**config.mk**
```make
export PLATFORM = sky130hd
export DESIGN_NAME = pipe_hazard_ctrl
export DESIGN_NICKNAME = d
export VERILOG_FILES = /design/src/rtl/pipe_hazard_ctrl.sv
export SDC_FILE = /design/constraint.sdc
export NUM_CORES = 1
export LEC_CHECK = 0
export CORE_UTILIZATION = 40
export DETAILED_ROUTE_END_ITERATION = 8
export GPL_TIMING_DRIVEN = 0
export PLACE_DENSITY = 0.72
export SYNTH_ARGS = -nofsm -noshare
export SYNTH_HDL_FRONTEND = slang
export SYNTH_SLANG_ARGS = --single-unit
```
**constraint.sdc**
```tcl
create_clock -name clk -period 2.9 [get_ports clk]
set_input_delay 0.435 -clock clk [delete_from_list [all_inputs] [get_ports clk]]
set_output_delay 0.435 -clock clk [all_outputs]
set_load 0.1 [all_outputs]
```
**src/rtl/pipe_hazard_ctrl.sv**
```systemverilog
// Stall/flush controller for the 5-stage pipeline.
// Compares decode-stage operand need times (Tuse) against the result-ready times (Tnew)
// of the instructions in EX and MEM, and tracks the multi-cycle mult/div unit.
// The PC/IF/ID hold and ID/EX bubble are purely combinational so they act in the same cycle.
module pipe_hazard_ctrl #(
   parameter int MULT_CYCLES = 5,
   parameter int DIV_CYCLES  = 10,
   parameter int CNT_W       = 16
) (
   input  logic             clk,
   input  logic             reset,
   input  logic [4:0]       rs_id,
   input  logic [4:0]       rt_id,
   input  logic [1:0]       tuse_rs_id,
   input  logic [1:0]       tuse_rt_id,
   input  logic             md_use_id,
   input  logic [4:0]       wa_ex,
   input  logic [1:0]       tnew_ex,
   input  logic [4:0]       wa_mem,
   input  logic [1:0]       tnew_mem,
   input  logic             md_start_ex,
   input  logic             md_is_div_ex,
   output logic             pc_en,
   output logic             if_id_en,
   output logic             id_ex_clr,
   output logic             md_busy,
   output logic             md_done,
   output logic             md_err,
   output logic [CNT_W-1:0] stall_cnt
);

   localparam int MAX_CYC = (DIV_CYCLES > MULT_CYCLES) ? DIV_CYCLES : MULT_CYCLES;
   localparam int MD_W    = $clog2(MAX_CYC + 1);

   typedef enum logic {
      IDLE = 1'b0,
      BUSY = 1'b1
   } md_state_t;

   md_state_t       state;
   md_state_t       state_next;
   logic [MD_W-1:0] md_cnt;
   logic [MD_W-1:0] md_cnt_next;

   logic stall_rs;
   logic stall_rt;
   logic stall_md;
   logic stall;

   // Data hazards: a source register stalls when a producer in EX or MEM will not have its
   // result ready before this instruction needs it; register 0 is never a real dependency.
   always_comb begin
      stall_rs = 1'b0;
      stall_rt = 1'b0;
      if (rs_id != 5'd0) begin
         stall_rs = ((rs_id == wa_ex)  && (tnew_ex  > tuse_rs_id)) ||
                    ((rs_id == wa_mem) && (tnew_mem > tuse_rs_id));
      end
      if (rt_id != 5'd0) begin
         stall_rt = ((rt_id == wa_ex)  && (tnew_ex  > tuse_rt_id)) ||
                    ((rt_id == wa_mem) && (tnew_mem > tuse_rt_id));
      end
   end

   // A mult/div-unit user in ID waits while the unit runs, including the cycle the op starts.
   always_comb begin
      stall_md  = md_use_id && (md_busy || md_start_ex);
      stall     = stall_rs || stall_rt || stall_md;
      pc_en     = !stall;
      if_id_en  = !stall;
      id_ex_clr = stall;
   end

   // Mult/div sequencer next state: a start in IDLE loads the op length, BUSY counts down to 1.
   // A start seen while BUSY is ignored entirely (only flagged through md_err).
   always_comb begin
      state_next  = state;
      md_cnt_next = md_cnt;
      case (state)
         IDLE: begin
            if (md_start_ex) begin
               state_next  = BUSY;
               md_cnt_next = md_is_div_ex ? MD_W'(DIV_CYCLES) : MD_W'(MULT_CYCLES);
            end
         end
         BUSY: begin
            md_cnt_next = md_cnt - MD_W'(1);
            if (md_cnt == MD_W'(1)) begin
               state_next = IDLE;
            end
         end
         default: begin
            state_next  = IDLE;
            md_cnt_next = '0;
         end
      endcase
   end

   // Sequencer state register; reset aborts any op in flight without a done pulse.
   always_ff @(posedge clk) begin
      if (!reset) begin
         state  <= IDLE;
         md_cnt <= '0;
      end else begin
         state  <= state_next;
         md_cnt <= md_cnt_next;
      end
   end

   // Busy/done are decoded straight from the sequencer so done marks the final busy cycle.
   always_comb begin
      md_busy = (state == BUSY);
      md_done = (state == BUSY) && (md_cnt == MD_W'(1));
   end

   // Sticky error: a new start while the unit is busy means ID failed to hold a dependent op.
   always_ff @(posedge clk) begin
      if (!reset) begin
         md_err <= 1'b0;
      end else if ((state == BUSY) && md_start_ex) begin
         md_err <= 1'b1;
      end
   end

   // Stall-cycle statistics counter, saturating at all-ones rather than wrapping.
   always_ff @(posedge clk) begin
      if (!reset) begin
         stall_cnt <= '0;
      end else if (stall && (stall_cnt != '1)) begin
         stall_cnt <= stall_cnt + CNT_W'(1);
      end
   end

endmodule
```
==> flow_metrics.env, run 1 <==
export IMPL_synth_commonest_cells="dfxtp_1, inv_1, nand2_1, a21oi_1, xnor2_1"
export IMPL_final_cell_count_no_fill=301
export IMPL_drc=0
export IMPL_antenna_found_initial=0
export IMPL_synth_top_family_by_area="simple AND/OR/NAND/NOR gates"
export IMPL_fin_crit_sh=0.974
export IMPL_firstDrtPassIters=4
export IMPL_worst_ep_required_time_ns=2.47
export IMPL_area_delta_synth_final_pct=48.3
export IMPL_core_area_um2=3770
export IMPL_finalHoldViolCount=0
export IMPL_root_buffer="clkbuf_8"
export IMPL_ys_top_cells_by_area="dfxtp_1, ha_1, xnor2_1, mux2i_1, a21oi_1"
export IMPL_drive_above_1_share=0.123
export IMPL_syn_avg_cell_area_um2=8.47
export IMPL_place_ws_ns=-1.02
export IMPL_num_antenna_cells=0
export IMPL_multiInputGateArea_um2=1150
export IMPL_clockBufferDepth=2
export IMPL_path_class="in -> out"
export IMPL_portBuffers=54
export IMPL_grt_pass1_wl_mm=6.53
export IMPL_grt_pass1_vias=1499
export IMPL_status="finished clean"
export IMPL_synth_largest_area_cell="dfxtp_1"
export IMPL_synth_compound_area_frac=0.158
export IMPL_num_vias=1550
export IMPL_h_tree_depth=1
export IMPL_synth_edf_count=0
export IMPL_numCtsBuffers=3
export IMPL_n_fill_cell=329
export IMPL_clkTransAtPathRegs_ns=0.07
export IMPL_cp_common_cell="buf_12"
export IMPL_cp_start_kind="input port"
export IMPL_worst_slack_ns=0.0749
export IMPL_synth_adder_area_share=0.0851
export IMPL_synth_area_um2=1620
export IMPL_wl_per_cell_um=12.6
export IMPL_synth_distinct_cells=39
export IMPL_ys_seq_area_frac=0.272
export IMPL_fin_total_pwr_uw=870
export IMPL_die_area_um2=4300
export IMPL_cts_tree="yes"
export IMPL_initial_core_util=0.429
export IMPL_max_stage_delay_ns=0.47
export IMPL_vias_per_cell=5.15
export IMPL_drv_cap=0
export IMPL_yosys_area_share_simple=0.264
export IMPL_min_path_type="reg -> reg"
export IMPL_synthFlopType="dfxtp_1"
export IMPL_synth_xor_area_frac=0.114
export IMPL_dpl_cell_count=293
export IMPL_setup_tns_final_ns=0
export IMPL_synth_nets=235
export IMPL_ant_nets=0
export IMPL_netlist_instances=191
export IMPL_fmax_mhz=354
export IMPL_hold_ws_ns=0.479
export IMPL_cp_arrival_ns=2.39
export IMPL_worstPathCellList="clkdlybuf4s50_1 -> inv_2 -> ha_4 -> nor2b_4 -> o21ai_2 -> a2111oi_4 -> o22ai_2 -> nand3_4 -> clkinvlp_4 -> buf_12 -> buf_12"
export IMPL_overflow=0
export IMPL_pin_count=55
export IMPL_synth_async_reset_ratio=0
export IMPL_track_usage=0.195
export IMPL_ys_ff_latch=22
export IMPL_critPathBufInv=5
export IMPL_cp_top_family="buffers and inverters"
export IMPL_fin_crit_ns=2.83
export IMPL_worst_path_max_fanout=4
export IMPL_worstSetupEndpointType="primary output"
export IMPL_synth_top_area_share=0.272
export IMPL_power_density_nw_per_um2=363
export IMPL_max_slew_worst_pin_slew_ns=0.968
export IMPL_die_h_um=65.6
export IMPL_grt_max_degree=13
export IMPL_muxShareOfSynthArea=0.0495
export IMPL_die_x_um=65.6
export IMPL_drv_slew=0
export IMPL_fin_nets=298
export IMPL_regArea_um2=442
export IMPL_cp_slowest_cell="clkdlybuf4s50_1"
export IMPL_setup_viol=0
export IMPL_clock_sinks=22
export IMPL_slew_limit_headroom=0.353
export IMPL_leakage_nw=0.924
export IMPL_dp_hpwl_mm=3.09
export IMPL_gp_congestion=0.839
export IMPL_r2r_setup_slack_ns=0.88
export IMPL_synth_most_common_cell="dfxtp_1"
export IMPL_rows=22
export IMPL_yosysWarnings=0
export IMPL_skew_ns=0.0101
export IMPL_ir_worst_vdd_v=0.000248
export IMPL_holdBufCountCts=0
export IMPL_wl_mm=3.80
export IMPL_clk_latency_ns=0.27
export IMPL_first_iter_violations=85
## worst paths after layout
check                              startpoint            end  cells past startpoint
worst max-delay path            tuse_rt_id[1]          pc_en                     11
worst min-delay path                   md_err         md_err                      2
worst max register to register   stall_cnt[3]  stall_cnt[13]                      8
worst min register to register         md_err         md_err                      2
## per-layer routing
layer  track usage  wire length (µm)  share of wire
met1         0.243              1870           0.49
met2         0.338              1750           0.46
met3        0.0365               151          0.040
met4        0.0543                26         0.0068
met5             0                 0              0
## kinds of logic after synthesis
kind of cell,after synthesis
xor gates and xnor gates,21
adders and majority gates,11
muxes,8
DFF,22
buffers and inverters,22
and+or+nand+nor,74
AOI/OAI and AO/OA,33
## worst min-delay path: cells and delay by family (launching register included)
family          cells  cell delay, ns
flops               1            0.34
simple gates        1            0.07
compound gates      1            0.04
## layout by cell type (no fill, tap or decap), types with 3 or more instances in the layout
master           Yosys  routed
nand4_1             11      11
nor2_1               9       9
inv_1               16      14
nand3_1              6       5
nand2_1             15      15
nor4_2               2       3
xnor2_1             14      14
mux2i_1              8       8
clkbuf_1             4       4
nand2b_1             6       6
and3_1               3       3
nor3_1               3       3
and2_1               3       3
ha_1                11      10
xor2_1               7       7
dfxtp_1             22      21
a21oi_1             14      14
o21ai_0              4       3
buf_4                1       6
clkbuf_8             0       4
clkdlybuf4s50_1      0      50
nand3b_1             5       5
## what timing repair did
action / in CTS / in global routing
pin swaps: 1 / 6
buffers inserted: 1 / 3
setup endpoints to repair: 3 / 3
resized for setup: 20 / 8
cloned: 0 / 0
## area by class of cell
cell class / count / area share
multi-input cells: 147 / 0.481
repair buffers: 58 / 0.241
flip-flops and latches: 22 / 0.184
inverters: 16 / 0.0266
well taps: 48 / 0.0250
clock buffers: 4 / 0.0230
plain buffers: 6 / 0.0193
## stage by stage
| step | utilization | instance area (µm²) |
|---|---|---|
| after global placement | 0.602 | 2270 |
| after floorplan | - | 1670 |
| after CTS | 0.620 | 2340 |
| after global routing | 0.636 | 2400 |
| after detailed placement | 0.602 | 2270 |
| final | 0.636 | 2400 |
## state kept, by name, indices dropped and copies added, names as in the netlist
| register | cells |
|---|---|
| md_busy | 1 |
| md_cnt | 4 |
| stall_cnt | 16 |
| md_err | 1 |
## power breakdown
part	internal, mW	switching (mW)	leakage, nW
Combinational	0.133	0.184	0.716
Sequential	0.314	0.0146	0.179
Clock	0.121	0.102	0.0288
No activity file was read; power rests on OpenSTA's default activity.
==> inputs of run 2 (changes only) <==
--- a/config.mk
+++ b/config.mk
@@ -7,8 +7,8 @@
 export LEC_CHECK = 0
 export CORE_UTILIZATION = 40
 export DETAILED_ROUTE_END_ITERATION = 8
+export DONT_BUFFER_PORTS = 1
 export GPL_TIMING_DRIVEN = 0
-export PLACE_DENSITY = 0.72
 export SYNTH_ARGS = -nofsm -noshare
 export SYNTH_HDL_FRONTEND = slang
 export SYNTH_SLANG_ARGS = --single-unit
==> flow_metrics.env, run 2 (synthesized netlist as in run 1, its figures left out) <==
export IMPL_status="finished, violations left"
export IMPL_violations="negative setup slack"
export IMPL_root_buffer="clkbuf_8"
export IMPL_ir_worst_vdd_v=0.000311
export IMPL_critPathBufInv=3
export IMPL_max_stage_delay_ns=0.57
export IMPL_num_vias=1420
export IMPL_use_met2=0.332
export IMPL_clock_sinks=22
export IMPL_portBuffers=0
export IMPL_vias_per_cell=5.77
export IMPL_die_x_um=65.6
export IMPL_firstDrtPassIters=4
export IMPL_cp_slowest_cell="clkinvlp_4"
export IMPL_use_met3=0.0556
export IMPL_fmax_mhz=329
export IMPL_worst_slack_ns=-0.139
export IMPL_wl_mm=3.88
export IMPL_r2r_setup_slack_ns=0.31
export IMPL_clockBufferDepth=2
export IMPL_final_cell_mix="xnor2_1, nand2_1, a21oi_1, dfxtp_1, inv_1"
export IMPL_fin_crit_sh=1.05
export IMPL_dpl_cell_count=239
export IMPL_max_slew_worst_pin_slew_ns=1.38
export IMPL_worstPathCellList="inv_1 -> ha_4 -> nand2_1 -> nand4_1 -> nor4_2 -> o22ai_2 -> nand3_4 -> clkinvlp_4 -> buf_12"
export IMPL_core_area_um2=3770
export IMPL_antenna_found_initial=0
export IMPL_rows=22
export IMPL_n_fill_cell=342
export IMPL_power_density_nw_per_um2=417
export IMPL_track_usage=0.196
export IMPL_fin_crit_ns=3.04
export IMPL_skew_ns=0.00132
export IMPL_top_regs="stall_cnt: 16 flops, md_cnt: 4 flops"
export IMPL_grt_max_degree=13
export IMPL_largest_register_ffs=16
export IMPL_worstSetupEndpointType="primary output"
export IMPL_cts_tree="yes"
export IMPL_dp_hpwl_mm=3.06
export IMPL_ant_nets=0
export IMPL_wl_per_cell_um=15.8
export IMPL_path_class="in -> out"
export IMPL_cp_top_family="buffers and inverters"
export IMPL_die_area_um2=4300
export IMPL_worst_path_max_fanout=5
export IMPL_die_h_um=65.6
export IMPL_setup_viol=1
export IMPL_initial_core_util=0.429
export IMPL_drc=0
export IMPL_worst_ep_required_time_ns=2.47
export IMPL_slew_limit_headroom=0.0759
export IMPL_drv_cap=0
export IMPL_final_cell_count_no_fill=246
export IMPL_num_antenna_cells=0
export IMPL_numCtsBuffers=3
export IMPL_first_iter_violations=105
export IMPL_setup_tns_final_ns=-0.139
export IMPL_gp_congestion=0.843
export IMPL_cp_start_kind="input port"
export IMPL_clkTransAtPathRegs_ns=0.08
export IMPL_grt_busiest_layer="met2"
export IMPL_min_path_type="in -> reg"
export IMPL_drive_above_1_share=0.192
export IMPL_drv_slew=0
export IMPL_area_delta_synth_final_pct=17.1
export IMPL_h_tree_depth=1
export IMPL_pin_count=55
export IMPL_holdBufCountCts=0
export IMPL_cp_arrival_ns=2.60
export IMPL_clk_latency_ns=0.26
export IMPL_grt_pass1_vias=1407
export IMPL_overflow=0
export IMPL_place_ws_ns=-0.301
export IMPL_met1_usage=0.245
export IMPL_fin_total_pwr_uw=789
export IMPL_rsz0062_at_grt="yes"
export IMPL_fin_nets=243
export IMPL_leakage_nw=0.706
export IMPL_grt_pass1_wl_mm=6.57
export IMPL_top_register="stall_cnt"
export IMPL_finalHoldViolCount=0
## run 2: cell count changes in the layout (fill, tap and decap cells not counted), moves of 2 or more
cell / change
dfxtp_2: +6
ha_4: +2
buf_4: -3
ha_1: -2
dfxtp_1: -7
clkdlybuf4s50_1: -50
## run 2: layout make-up
class / instances / area, µm² / share of cell area
multi-input combinational: 147 / 1180 / 0.624
sequential: 22 / 453 / 0.239
inverter: 16 / 76.3 / 0.0403
tap: 48 / 60.1 / 0.0317
clock buffer: 4 / 55.1 / 0.0291
buffer: 6 / 46.3 / 0.0244
timing repair buffer: 3 / 22.5 / 0.0119
## run 2: path summary, 6_finish.rpt
kind | startpoint | endpoint | depth (start not counted)
worst min-delay path | reset | stall_cnt[10] | 2
worst max register to register | stall_cnt[9] | stall_cnt[13] | 7
worst max-delay path | tuse_rs_id[1] | pc_en | 9
worst min register to register | md_cnt[3] | md_cnt[3] | 2
## run 2: what timing repair did
action,4_1_cts,5_1_grt
pin swaps,9,8
endpoints found under the hold margin,0,0
resized for setup,8,15
buffers inserted,3,0
endpoints found under the setup margin,1,9
## run 2: metal layers
metal / wire, µm / up-vias / part of all wire
met4: 17 / 0 / 0.0044
met2: 1960 / 46 / 0.50
li1: - / 692 / -
met1: 1670 / 680 / 0.43
met5: 0 / - / 0
met3: 236 / 2 / 0.061
## run 2: per-stage QoR
step / cell area [µm²] / utilization / hold slack (ns)
detailed placement: 1730 / 0.459 / 0.550
global route: 1890 / 0.502 / 0.317
CTS: 1830 / 0.486 / 0.315
finish: 1890 / 0.502 / 0.317
global placement: 1730 / 0.459 / 0.533
floorplan: 1670 / - / 0.511
## run 2: power breakdown
group          switching, mW  leakage [nW]  internal, mW
clock                 0.0965        0.0288         0.121
sequential            0.0584         0.183         0.314
combinational          0.119         0.494        0.0801
total                  0.274         0.706         0.515
